[src/rtl/brent_kung_sub_pipe_if.sv]
// Handshake bundle for the Brent-Kung subtractor pipeline.
// master: source/sink side, slave: the subtractor itself.
//
// Signals:
//   in_valid/in_ready    input-side handshake
//   minuend   [WIDTH:0]  S, adder-style sum with carry-out on top
//   subtrahend[WIDTH-1:0] B
//   out_valid/out_ready  output-side handshake
//   diff, diff_hi, underflow  result of S - B
interface brent_kung_sub_pipe_if #(
    parameter int WIDTH = 12
);
    logic             in_valid;
    logic             in_ready;
    logic [WIDTH:0]   minuend;
    logic [WIDTH-1:0] subtrahend;
    logic             out_valid;
    logic             out_ready;
    logic [WIDTH-1:0] diff;
    logic             diff_hi;
    logic             underflow;

    modport master (
        output in_valid,
        output minuend,
        output subtrahend,
        output out_ready,
        input  in_ready,
        input  out_valid,
        input  diff,
        input  diff_hi,
        input  underflow
    );

    modport slave (
        input  in_valid,
        input  minuend,
        input  subtrahend,
        input  out_ready,
        output in_ready,
        output out_valid,
        output diff,
        output diff_hi,
        output underflow
    );
endinterface

[src/rtl/brent_kung_sub_pipe.sv]
// 3-stage pipelined subtractor D = S - B built on a Brent-Kung
// parallel-prefix borrow network; undoes the team's BK adder.
//
// Ports:
//   clk    rising-edge clock
//   rst_n  asynchronous active-low reset
//   bus    brent_kung_sub_pipe_if.slave (valid/ready in, valid/ready out,
//          minuend S, subtrahend B, diff, diff_hi, underflow)
module brent_kung_sub_pipe #(
    parameter int WIDTH = 12
) (
    input logic                  clk,
    input logic                  rst_n,
    brent_kung_sub_pipe_if.slave bus
);
    // Prefix vector: position 0 is the carry-in (g=1, p=0),
    // positions 1..WIDTH+1 are bits 0..WIDTH of S + ~{0,B}.
    localparam int M   = WIDTH + 2;
    localparam int LVL = $clog2(M);

    // Handshake
    logic w_adv1;
    logic w_adv2;
    logic w_adv3;
    logic w_in_fire;
    logic r_v1;
    logic r_v2;
    logic r_v3;

    // Stage 1 datapath
    logic [WIDTH:0] w_nb;
    logic [M-1:0]   w_g0;
    logic [M-1:0]   w_p0;
    logic [M-1:0]   r_s1_g;
    logic [M-1:0]   r_s1_p;

    // Stage 2 datapath
    logic [M-1:0]   w_ug;
    logic [M-1:0]   w_up;
    logic [M-1:0]   r_s2_g;
    logic [M-1:0]   r_s2_p;
    logic [WIDTH:0] r_s2_h;

    // Stage 3 datapath
    logic [M-1:0]     w_dg;
    logic [WIDTH:0]   w_r;
    logic             w_cout;
    logic [WIDTH-1:0] r_diff;
    logic             r_diff_hi;
    logic             r_underflow;

    // Group P of nodes that already span the carry-in is always
    // zero and is never consumed by the down-sweep.
    logic w_unused_p;
    assign w_unused_p = ^r_s2_p;

    // ---------------------------------------------------------
    // Handshake: a stage moves when empty or when its successor
    // moves; purely combinational, so a full pipe can pop and
    // push in the same cycle.
    // ---------------------------------------------------------
    assign w_adv3    = ~r_v3 | bus.out_ready;
    assign w_adv2    = ~r_v2 | w_adv3;
    assign w_adv1    = ~r_v1 | w_adv2;
    assign w_in_fire = bus.in_valid & w_adv1;

    assign bus.in_ready  = w_adv1;
    assign bus.out_valid = r_v3;
    assign bus.diff      = r_diff;
    assign bus.diff_hi   = r_diff_hi;
    assign bus.underflow = r_underflow;

    always_ff @(posedge clk or negedge rst_n) begin
        if (!rst_n) begin
            r_v1 <= 1'b0;
            r_v2 <= 1'b0;
            r_v3 <= 1'b0;
        end else begin
            if (w_adv1) r_v1 <= bus.in_valid;
            if (w_adv2) r_v2 <= r_v1;
            if (w_adv3) r_v3 <= r_v2;
        end
    end

    // ---------------------------------------------------------
    // ST1: bitwise generate / propagate of S + ~{0,B}.
    // ---------------------------------------------------------
    assign w_nb = ~{1'b0, bus.subtrahend};
    assign w_g0 = {bus.minuend & w_nb, 1'b1};
    assign w_p0 = {bus.minuend ^ w_nb, 1'b0};

    always_ff @(posedge clk or negedge rst_n) begin
        if (!rst_n) begin
            r_s1_g <= '0;
            r_s1_p <= '0;
        end else if (w_in_fire) begin
            r_s1_g <= w_g0;
            r_s1_p <= w_p0;
        end
    end

    // ---------------------------------------------------------
    // ST2: Brent-Kung up-sweep. At level l, node i with
    // (i+1) a multiple of 2^(l+1) absorbs node i-2^l.
    // ---------------------------------------------------------
    always_comb begin
        w_ug = r_s1_g;
        w_up = r_s1_p;
        for (int l = 0; l < LVL; l++) begin
            for (int i = (1 << (l + 1)) - 1; i < M;
                 i += (1 << (l + 1))) begin
                w_ug[i] = w_ug[i] | (w_up[i] & w_ug[i - (1 << l)]);
                w_up[i] = w_up[i] & w_up[i - (1 << l)];
            end
        end
    end

    always_ff @(posedge clk or negedge rst_n) begin
        if (!rst_n) begin
            r_s2_g <= '0;
            r_s2_p <= '0;
            r_s2_h <= '0;
        end else if (w_adv2 && r_v1) begin
            r_s2_g <= w_ug;
            r_s2_p <= w_up;
            r_s2_h <= r_s1_p[M-1:1];
        end
    end

    // ---------------------------------------------------------
    // ST3: Brent-Kung down-sweep. Top level first; node i whose
    // span is exactly 2^l (and not yet rooted at position 0)
    // absorbs the full prefix held at i-2^l.
    // After this w_dg[k] is the carry into result bit k.
    // ---------------------------------------------------------
    always_comb begin
        w_dg = r_s2_g;
        for (int l = LVL - 1; l >= 0; l--) begin
            for (int i = 3 * (1 << l) - 1; i < M;
                 i += (1 << (l + 1))) begin
                w_dg[i] = w_dg[i] | (r_s2_p[i] & w_dg[i - (1 << l)]);
            end
        end
    end

    assign w_r    = r_s2_h ^ w_dg[WIDTH:0];
    assign w_cout = w_dg[WIDTH+1];

    always_ff @(posedge clk or negedge rst_n) begin
        if (!rst_n) begin
            r_diff      <= '0;
            r_diff_hi   <= 1'b0;
            r_underflow <= 1'b0;
        end else if (w_adv3 && r_v2) begin
            r_diff      <= w_r[WIDTH-1:0];
            // No carry out of the inverted add means S < B.
            r_diff_hi   <= w_r[WIDTH] & w_cout;
            r_underflow <= ~w_cout;
        end
    end

endmodule
[src/flat_wrapper.sv]
// flat-port wrapper written by rule: the top's interface ports become plain ports
module brent_kung_sub_pipe_flat 
#(
    parameter int WIDTH = 12
)
  (clk, rst_n, bus_in_valid, bus_minuend, bus_subtrahend, bus_out_ready, bus_in_ready, bus_out_valid, bus_diff, bus_diff_hi, bus_underflow);
  brent_kung_sub_pipe_if #(.WIDTH(WIDTH)) bus_i ();
  input logic clk;
  input logic rst_n;
  input wire logic [$bits(bus_i.in_valid)-1:0] bus_in_valid;
  input wire logic [$bits(bus_i.minuend)-1:0] bus_minuend;
  input wire logic [$bits(bus_i.subtrahend)-1:0] bus_subtrahend;
  input wire logic [$bits(bus_i.out_ready)-1:0] bus_out_ready;
  output wire logic [$bits(bus_i.in_ready)-1:0] bus_in_ready;
  output wire logic [$bits(bus_i.out_valid)-1:0] bus_out_valid;
  output wire logic [$bits(bus_i.diff)-1:0] bus_diff;
  output wire logic [$bits(bus_i.diff_hi)-1:0] bus_diff_hi;
  output wire logic [$bits(bus_i.underflow)-1:0] bus_underflow;
  assign bus_i.in_valid = bus_in_valid;
  assign bus_i.minuend = bus_minuend;
  assign bus_i.subtrahend = bus_subtrahend;
  assign bus_i.out_ready = bus_out_ready;
  assign bus_in_ready = bus_i.in_ready;
  assign bus_out_valid = bus_i.out_valid;
  assign bus_diff = bus_i.diff;
  assign bus_diff_hi = bus_i.diff_hi;
  assign bus_underflow = bus_i.underflow;
  brent_kung_sub_pipe #(.WIDTH(WIDTH)) u_core (.clk(clk), .rst_n(rst_n), .bus(bus_i));
endmodule
[config.mk]
export PLATFORM = sky130hd
export DESIGN_NAME = brent_kung_sub_pipe_flat
export DESIGN_NICKNAME = d
export VERILOG_FILES = /design/src/rtl/brent_kung_sub_pipe_if.sv /design/src/rtl/brent_kung_sub_pipe.sv /design/src/flat_wrapper.sv
export SDC_FILE = /design/constraint.sdc
export NUM_CORES = 1
export LEC_CHECK = 0
export CORE_ASPECT_RATIO = 1.1
export CORE_UTILIZATION = 36
export DETAILED_ROUTE_END_ITERATION = 12
export PLACE_DENSITY = 0.61
export SLEW_MARGIN = 20
export SYNTH_ARGS = -nofsm -noshare
export SYNTH_HDL_FRONTEND = slang
export SYNTH_SLANG_ARGS = --single-unit
[constraint.sdc]
create_clock -name clk -period 2.7 [get_ports clk]
set_input_delay 0.54 -clock clk [delete_from_list [all_inputs] [get_ports clk]]
set_output_delay 0.54 -clock clk [all_outputs]
set_load 0.01 [all_outputs]
==> results of run 1 <==
[worst max path at each step]
stage                                    to  slack (ps)  depth (start not counted)
2_1_floorplan  u_core.r_s1_g[1]$_DFFE_PN0P_        1210                          4
3_3_place_gp                   bus_in_ready         430                          3
3_5_place_dp                   bus_in_ready         410                          3
4_1_cts                        bus_in_ready         410                          3
5_1_grt                        bus_in_ready         380                          3
6_report                       bus_in_ready         420                          3
[power breakdown]
group | internal [mW] | switching (mW) | leakage (nW)
Clock | 0.401 | 0.385 | 0.0953
Combinational | 0.482 | 0.361 | 0.935
Sequential | 1.40 | 0.185 | 0.913
[flip-flops by register name, summed over array words and instances (netlist names)]
register,flops
u_core.bus.diff,12
u_core.bus.diff_hi,1
u_core.bus.out_valid,1
u_core.bus.underflow,1
u_core.r_s1_g,14
u_core.r_s1_p,13
u_core.r_s2_g,14
u_core.r_s2_h,13
u_core.r_s2_p,4
u_core.r_v1,1
u_core.r_v2,1
[worst max-delay path, stage by stage]
cell,delay (ps)
clkdlybuf4s50_1,490
nand4b_4,160
clkdlybuf4s50_1,540
[through the flow]
stage / area, um^2 / power (mW)
3_3_place_gp: 3850 / 2.45
3_5_place_dp: 3850 / 2.47
4_1_cts: 4030 / 3.27
2_1_floorplan: 3320 / 2.07
5_1_grt: 4030 / 3.45
6_report: 4030 / 3.22
[area by class of cell]
| class | count | area (um^2) |
|---|---|---|
| fill | 857 | 4890 |
| sequential | 75 | 1880 |
| multi-input combinational | 193 | 1310 |
| timing repair buffer | 48 | 478 |
| clock buffer | 13 | 169 |
| tap | 114 | 143 |
| inverter | 12 | 45.0 |
| clock inverter | 2 | 10.0 |
[cells by family after synthesis]
family / synth area share
AO/OA/AOI/OAI: 0.0566
flip-flops: 0.566
adder cells (fa/ha/maj): 0.0679
AND/OR/NAND/NOR: 0.138
multiplexers: 0.112
buffers and inverters: 0.0411
XOR/XNOR: 0.0185
[layer usage]
| metal | track usage | vias to the layer above |
|---|---|---|
| met4 | 0.0675 | 0 |
| li1 | - | 1054 |
| met5 | 0 | - |
| met1 | 0.180 | 958 |
| met3 | 0.0457 | 5 |
| met2 | 0.188 | 43 |
[cells in the mapped netlist]
| cell | n |
|---|---|
| nand4b_4 | 1 |
| buf_6 | 6 |
| xnor2_1 | 1 |
| o21ai_1 | 2 |
| ha_1 | 18 |
| buf_2 | 4 |
| inv_1 | 12 |
| a2111oi_4 | 1 |
| dfrtp_1 | 75 |
| mux2_2 | 33 |
| nand2b_4 | 1 |
| xor2_1 | 6 |
| and3_1 | 1 |
| nand2b_1 | 3 |
| or2_2 | 1 |
| nor2b_1 | 1 |
| nand2_1 | 84 |
| o21ai_0 | 13 |
| clkbuf_1 | 1 |
| or2b_1 | 1 |
| and3b_1 | 1 |
| nand2_4 | 1 |
| a221oi_1 | 1 |
| nor2_1 | 11 |
| o31ai_1 | 2 |
| a21o_1 | 4 |
| o22ai_1 | 1 |
| a21oi_1 | 5 |
==> flow_metrics.env, run 1 <==
export IMPL_syn_to_final_growth_pct=21.3
export IMPL_antenna_found_initial=0
export IMPL_drt_initial_drc_count=146
export IMPL_reg2reg_depth=4
export IMPL_clk_path_buf_depth=2
export IMPL_grt_max_degree=53
export IMPL_finalMaxSlewViolations=0
export IMPL_final_common_cell="nand2_1"
export IMPL_num_antenna_cells=0
export IMPL_nNetsFinal=386
export IMPL_netlist_instances=291
export IMPL_synth_seq_cells=75
export IMPL_max_freq_mhz=439
export IMPL_cp_arrival_ps=1740
export IMPL_antenna_left=0
export IMPL_root_buffer="clkbuf_8"
export IMPL_netlist_area_um2=3320
export IMPL_dr_total_vias=2060
export IMPL_ctsHoldBuffers=0
export IMPL_syn_area_per_cell_um2=11.4
export IMPL_place_ws_ps=411
export IMPL_reg2reg_to="u_core.r_s2_g[5]$_DFFE_PN0P_"
export IMPL_postCtsSetupBuffers=0
export IMPL_cts_clk_slew_worst_paths_ps=70
export IMPL_finalHoldViolations=0
export IMPL_synth_nets=338
export IMPL_fin_crit_sh=0.844
export IMPL_placementRows=36
export IMPL_worst_setup_path_end_kind="output pin"
export IMPL_layout_common_cells="nand2_1, dfrtp_1, clkdlybuf4s50_1"
export IMPL_synth_top_cell_area_share=0.566
export IMPL_fin_cells=457
export IMPL_wl_met1_um=2920
export IMPL_yosysUniqueCellTypes=28
export IMPL_ctsResizeCount=0
export IMPL_r2r_slack_ps=1180
export IMPL_fin_skew_ps=9.00
export IMPL_grt_ovfl_total=0
export IMPL_final_util=0.451
export IMPL_tightest_slew_ps=573
export IMPL_first_global_vias=1980
export IMPL_die_h_um=103
export IMPL_port_buffers=44
export IMPL_synth_area_leaders="dfrtp_1, mux2_2, nand2_1"
export IMPL_grt_usage=0.132
export IMPL_clock_sinks=75
export IMPL_wl_per_cell_um=12.0
export IMPL_drive_above_1_share=0.166
export IMPL_synth_top_cell_by_area="dfrtp_1"
export IMPL_start_util=0.372
export IMPL_setup_tns_ps=0
export IMPL_ir_worst_vdd_v=0.000259
export IMPL_remaining_drc_errors=0
export IMPL_fin_ws_ps=422
export IMPL_whs_ps=173
export IMPL_grt_pass1_wl_um=9420
export IMPL_critPathKind="primary input to output pin"
export IMPL_crit_reg2reg_launch="u_core.bus.out_valid$_DFFE_PN0P_"
export IMPL_p_leak_nw=1.94
export IMPL_drt_wl_total_um=5500
export IMPL_die_w_um=93.5
export IMPL_crit_start="bus_out_ready"
export IMPL_hold_class="primary input to async pin"
export IMPL_cellPowerDensity_nw_per_um2=799
export IMPL_rsz0062_at_grt="no"
export IMPL_drv_cap=0
export IMPL_relSlewSlack=0.617
export IMPL_status="finished clean"
export IMPL_via_per_inst=4.51
export IMPL_cp_required_ps=2160
export IMPL_insertion_delay_ps=350
export IMPL_io_pin_count=45
export IMPL_tritoncts_num_buffers=9
export IMPL_synth_seq_area_share=0.566
export IMPL_die_area_um2=9610
export IMPL_worst_path_max_fanout=3
export IMPL_start_kind="primary input"
export IMPL_yosysWarnings=0
export IMPL_setup_viol=0
export IMPL_place_congestion=0.747
export IMPL_place_inst=442
export IMPL_cts_htree_levels=3
export IMPL_core_area_um2=8920
export IMPL_layout_min_cycle_time_ps=2280
export IMPL_routed_top_layer="met4"
export IMPL_hpwl_um=3940
export IMPL_met3_length_um=239
export IMPL_cts_tree="done"
export IMPL_wl_met2_um=2260
export IMPL_firstDrtPassIters=4
(Power assumes the default switching activity.)
==> run 2, diff against run 1 <==
Clock period 2.7 ns to 2.3 ns, I/O delays scaled along.
==> run 2 against run 1 <==
  * Combinational power grew 21%
  * Sequential power grew 18%
  * Register-to-register slack lost 420 ps
  * Core utilization grew 0.91 points
  * Critical path type unchanged
  * Critical endpoint unchanged
  * Largest power group unchanged
==> flow_metrics.env, run 2 (synthesized netlist as in run 1, its figures left out) <==
export IMPL_status="finished clean"
export IMPL_multi_input_area_um2=1310
export IMPL_crit_reg2reg_launch="u_core.r_v2$_DFFE_PN0P_"
export IMPL_die_w_um=93.5
export IMPL_p_leak_nw=1.98
export IMPL_critPathKind="primary input to output pin"
export IMPL_io_pin_count=45
export IMPL_firstDrtPassIters=4
export IMPL_root_buffer="clkbuf_8"
export IMPL_postCtsSetupBuffers=0
export IMPL_reg2reg_depth=4
export IMPL_antenna_left=0
export IMPL_layout_common_cells="nand2_1, dfrtp_1, clkdlybuf4s50_1"
export IMPL_max_freq_mhz=476
export IMPL_syn_to_final_growth_pct=23.8
export IMPL_num_antenna_cells=0
export IMPL_grt_ovfl_total=0
export IMPL_place_ws_ps=189
export IMPL_drive_above_1_share=0.179
export IMPL_tightest_slew_ps=568
export IMPL_cp_arrival_ps=1640
export IMPL_ctsResizeCount=0
export IMPL_fillers=872
export IMPL_die_area_um2=9610
export IMPL_drt_initial_drc_count=91
export IMPL_ir_worst_vdd_v=0.000289
export IMPL_grt_usage=0.136
export IMPL_relSlewSlack=0.622
export IMPL_core_area_um2=8920
export IMPL_fin_ws_ps=197
export IMPL_ctsHoldBuffers=0
export IMPL_cts_htree_levels=3
export IMPL_reg2reg_to="u_core.r_s2_g[5]$_DFFE_PN0P_"
export IMPL_finalMaxSlewViolations=0
export IMPL_finalHoldViolations=0
export IMPL_wl_per_cell_um=12.2
export IMPL_first_global_vias=2082
export IMPL_biggestRegsByFlops="u_core.r_s1_g x14, u_core.r_s2_g x14"
export IMPL_drv_cap=0
export IMPL_fin_crit_sh=0.914
export IMPL_port_buffers=44
export IMPL_remaining_drc_errors=0
export IMPL_hpwl_um=4100
export IMPL_tritoncts_num_buffers=9
export IMPL_hold_class="primary input to async pin"
export IMPL_rsz0062_at_grt="no"
export IMPL_placementRows=36
export IMPL_worst_path_max_fanout=3
export IMPL_insertion_delay_ps=340
export IMPL_clock_sinks=75
export IMPL_die_h_um=103
export IMPL_antenna_found_initial=0
export IMPL_drt_wl_total_um=5640
export IMPL_setup_viol=0
export IMPL_start_kind="primary input"
export IMPL_fin_cells=461
export IMPL_worst_setup_path_end_kind="output pin"
export IMPL_setup_tns_ps=0
export IMPL_cts_clk_slew_worst_paths_ps=70
export IMPL_grt_max_degree=41
export IMPL_layout_min_cycle_time_ps=2100
export IMPL_start_util=0.372
export IMPL_cp_required_ps=1840
export IMPL_grt_pass1_wl_um=9970
export IMPL_clk_path_buf_depth=2
export IMPL_fin_skew_ps=10.7
export IMPL_dr_total_vias=2109
export IMPL_via_per_inst=4.57
export IMPL_cts_tree="done"
export IMPL_cellPowerDensity_nw_per_um2=959
export IMPL_nNetsFinal=389
export IMPL_place_inst=445
export IMPL_place_congestion=0.746
export IMPL_ff_latch_area_um2=1880
export IMPL_r2r_slack_ps=760
export IMPL_final_common_cell="nand2_1"
export IMPL_crit_start="bus_out_ready"
-- run 2: power by group --
| group | internal (mW) | leakage, nW | switching, mW |
|---|---|---|---|
| registers | 1.65 | 0.913 | 0.221 |
| clock network | 0.586 | 0.108 | 0.462 |
| logic | 0.584 | 0.958 | 0.439 |
-- run 2: stage by stage --
step	power, mW	hold slack [ps]	area (um^2)	util
2_1_floorplan	2.43	164	3320	-
3_3_place_gp	2.90	460	3890	0.437
3_5_place_dp	2.93	463	3890	0.437
4_1_cts	4.00	112	4110	0.461
5_1_grt	4.21	141	4110	0.461
6_report	3.94	109	4110	0.461
-- run 2: worst max path at each step --
stage,slack (ps),endpoint
final,200,bus_in_ready
after CTS,190,bus_in_ready
after global routing,140,bus_in_ready
after floorplan,890,u_core.r_s1_g[1]$_DFFE_PN0P_
after detailed placement,190,bus_in_ready
after global placement,190,bus_in_ready
-- run 2: layout make-up --
class,instances,share of cell area
repair buffers,51,0.128
clock buffers,12,0.0402
well taps,114,0.0347
clock inverters,4,0.0116
multi-input cells,193,0.318
flip-flops and latches,75,0.457
inverters,12,0.0110
-- run 2: critical path, cell delays in order --
cell and delay [ps]:
clkdlybuf4s50_1 480, nand4b_4 160, clkdlybuf4s50_1 540
-- run 2: metal layers --
metal	routed length, um	vias up	GRT usage
li1	-	1063	-
met1	2890	1003	0.187
met2	2470	41	0.199
met3	223	2	0.0317
met4	55	0	0.0781
met5	0	-	0
==> run 3, diff against run 2 <==
Settings changed: ABC_AREA from default to 1, CORE_MARGIN from default to 5, CTS_BUF_LIST from default to sky130_fd_sc_hd__clkbuf_16.
==> run 3 against run 2 <==
  * First-iteration DRC count grew 98%
  * Power rose by 17%
  * Count of clock-buffer cells in the layout shrank 3
  * Wire length rose by 7.4%
  * Fmax shrank 0.99%
  * Core utilization grew 0.24 points
  * Clock power up 27%
  * Clock skew fell by 6.4 ps
  * Sequential power increased by 5%
  * Register-to-register slack improved by 90 ps
  * Largest cell class unchanged
==> flow_metrics.env, run 3 <==
export IMPL_crit_reg2reg_launch="u_core.r_v1$_DFFE_PN0P_"
export IMPL_synth_nets=411
export IMPL_clk_path_buf_depth=2
export IMPL_nNetsFinal=458
export IMPL_ys_top_cells_by_count="nand2_1, dfrtp_1, inv_1"
export IMPL_fillers=868
export IMPL_r2r_slack_ps=850
export IMPL_fin_skew_ps=4.27
export IMPL_synth_seq_area_share=0.567
export IMPL_synth_seq_cells=75
export IMPL_die_area_um2=11200
export IMPL_insertion_delay_ps=320
export IMPL_power_frac_seq=0.429
export IMPL_whs_ps=154
export IMPL_drt_initial_drc_count=180
export IMPL_cp_required_ps=1840
export IMPL_firstDrtPassIters=4
export IMPL_wl_met1_um=3160
export IMPL_reg2reg_depth=5
export IMPL_yosysUniqueCellTypes=20
export IMPL_place_congestion=0.753
export IMPL_grt_usage=0.118
export IMPL_ctsResizeCount=0
export IMPL_swShare=0.311
export IMPL_relSlewSlack=0.708
export IMPL_grt_max_degree=76
export IMPL_critPathKind="primary input to output pin"
export IMPL_antenna_found_initial=0
export IMPL_finalHoldViolations=0
export IMPL_antenna_left=0
export IMPL_cts_htree_levels=3
export IMPL_synth_top_cell_by_area="dfrtp_1"
export IMPL_syn_to_final_growth_pct=24.7
export IMPL_yosysMostFrequentCell="nand2_1"
export IMPL_final_util=0.463
export IMPL_multi_input_area_um2=1180
export IMPL_layout_min_cycle_time_ps=2120
export IMPL_cellPowerDensity_nw_per_um2=1110
export IMPL_worst_setup_path_end_kind="output pin"
export IMPL_synth_area_leaders="dfrtp_1, nand2_1, ha_1"
export IMPL_num_antenna_cells=0
export IMPL_dr_total_vias=2377
export IMPL_core_area_um2=8920
export IMPL_root_buffer="clkbuf_16"
export IMPL_port_buffers=44
export IMPL_setup_tns_ps=0
export IMPL_postCtsSetupBuffers=0
export IMPL_fin_crit_sh=0.923
export IMPL_syn_area_per_cell_um2=9.10
export IMPL_final_common_cell="nand2_1"
export IMPL_reg2reg_to="u_core.r_s1_p[9]$_DFFE_PN0P_"
export IMPL_via_per_inst=4.48
export IMPL_rsz0062_at_grt="no"
export IMPL_cp_arrival_ps=1660
export IMPL_biggestRegsByFlops="u_core.r_s1_g x14, u_core.r_s2_g x14"
export IMPL_start_util=0.371
export IMPL_layout_common_cells="nand2_1, dfrtp_1, clkdlybuf4s50_1"
export IMPL_tightest_slew_ps=437
export IMPL_io_pin_count=45
export IMPL_cts_clk_slew_worst_paths_ps=50
export IMPL_p_leak_nw=2.12
export IMPL_setup_viol=0
export IMPL_start_kind="primary input"
export IMPL_yosysWarnings=0
export IMPL_internal_power_mw=3.17
export IMPL_die_w_um=101
export IMPL_ctsHoldBuffers=0
export IMPL_finalMaxSlewViolations=0
export IMPL_endpoint="bus_in_ready"
export IMPL_ff_latch_area_um2=1880
export IMPL_netlist_instances=364
export IMPL_netlist_area_um2=3310
export IMPL_routed_top_layer="met4"
export IMPL_crit_start="bus_out_ready"
export IMPL_grt_pass1_wl_um=10800
export IMPL_remaining_drc_errors=0
export IMPL_status="finished clean"
export IMPL_switching_power_mw=1.43
export IMPL_met3_length_um=212
export IMPL_clock_sinks=75
export IMPL_ir_worst_vdd_v=0.000421
export IMPL_cts_tree="done"
export IMPL_drv_cap=0
export IMPL_wl_met2_um=2580
export IMPL_clkPwrFrac=0.288
export IMPL_tritoncts_num_buffers=9
export IMPL_first_global_vias=2356
export IMPL_max_freq_mhz=471
export IMPL_worst_path_max_fanout=3
export IMPL_drt_wl_total_um=6060
export IMPL_async_flop_share=1.00
export IMPL_wl_per_cell_um=11.4
export IMPL_die_h_um=111
export IMPL_drive_above_1_share=0.0553
export IMPL_grt_ovfl_total=0
export IMPL_hold_class="primary input to async pin"
export IMPL_synth_edf_count=0
export IMPL_combPwrFrac=0.283
export IMPL_hpwl_um=4300
export IMPL_synth_top_cell_area_share=0.567
export IMPL_placementRows=36
export IMPL_synthFlopType="dfrtp_1"
## run 3: cell count changes in the layout (fill, tap and decap cells not counted), sizes merged, moves of 4 or more
cell | before | now
nor2 | 11 | 24
nand2 | 85 | 118
inv | 12 | 40
nand2b | 4 | 0
o21ai | 15 | 31
mux2 | 33 | 0
nand3 | 0 | 13
a21oi | 5 | 21
## run 3: stage by stage
stage | cell area, um^2 | power [mW] | setup slack [ps] | instances
3_3_place_gp | 3840 | 3.28 | 172 | 514
2_1_floorplan | 3310 | 2.77 | 1000 | 364
3_5_place_dp | 3840 | 3.32 | 176 | 514
6_report | 4130 | 4.60 | 176 | 530
5_1_grt | 4130 | 4.95 | 103 | 530
4_1_cts | 4130 | 4.66 | 163 | 530
## run 3: layout make-up
cell class                      instances  area share
Clock buffer                            9      0.0545
Clock inverter                          7      0.0142
Inverter                               40      0.0364
Multi-Input combinational cell        235       0.286
Sequential cell                        75       0.455
Tap cell                              114      0.0345
Timing Repair Buffer                   50       0.119
## run 3: worst max-delay path, stage by stage
cell	delay, ps
clkdlybuf4s50_1	460
inv_1	70
nand4_2	110
clkdlybuf4s50_1	560
## run 3: logic make-up (layout without fill, tap and decap cells)
kind of cell / after synthesis / after routing / share of synthesized area
adder cells (fa/ha/maj): 18 / 18 / 0.0680
buffers and inverters: 54 / 106 / 0.0763
AO/OA/AOI/OAI: 54 / 54 / 0.0831
XOR/XNOR: 7 / 7 / 0.0185
AND/OR/NAND/NOR: 156 / 156 / 0.187
flip-flops: 75 / 75 / 0.567
## run 3: per-layer routing
metal,global-route usage,up-vias
met5,0,-
met4,0.0559,0
met3,0.0233,7
met2,0.165,44
met1,0.174,1089
li1,-,1237
## run 3: how the worst min path moves through the flow
stage                                       startpoint                              to  slack (ps)  depth (start not counted)
final                                            rst_n    u_core.r_s1_p[3]$_DFFE_PN0P_         150                          2
after global routing                             rst_n    u_core.r_s2_h[3]$_DFFE_PN0P_         210                          2
after CTS                                        rst_n    u_core.r_s1_g[2]$_DFFE_PN0P_         180                          2
after detailed placement  u_core.r_s1_g[9]$_DFFE_PN0P_    u_core.r_s1_g[9]$_DFFE_PN0P_         460                          2
after global placement    u_core.r_s1_g[9]$_DFFE_PN0P_    u_core.r_s1_g[9]$_DFFE_PN0P_         460                          2
after floorplan                                  rst_n  u_core.bus.diff[0]$_DFFE_PN0P_         160                          0
## run 3: power groups by stage
stage / Sequential [mW] / Combinational, mW / Clock, mW
floorplan: 2.01 / 0.767 / 0
global placement: 1.99 / 1.30 / 0
detailed placement: 2.00 / 1.32 / 0
CTS: 1.98 / 1.33 / 1.35
global route: 2.03 / 1.51 / 1.41
finish: 1.97 / 1.30 / 1.33
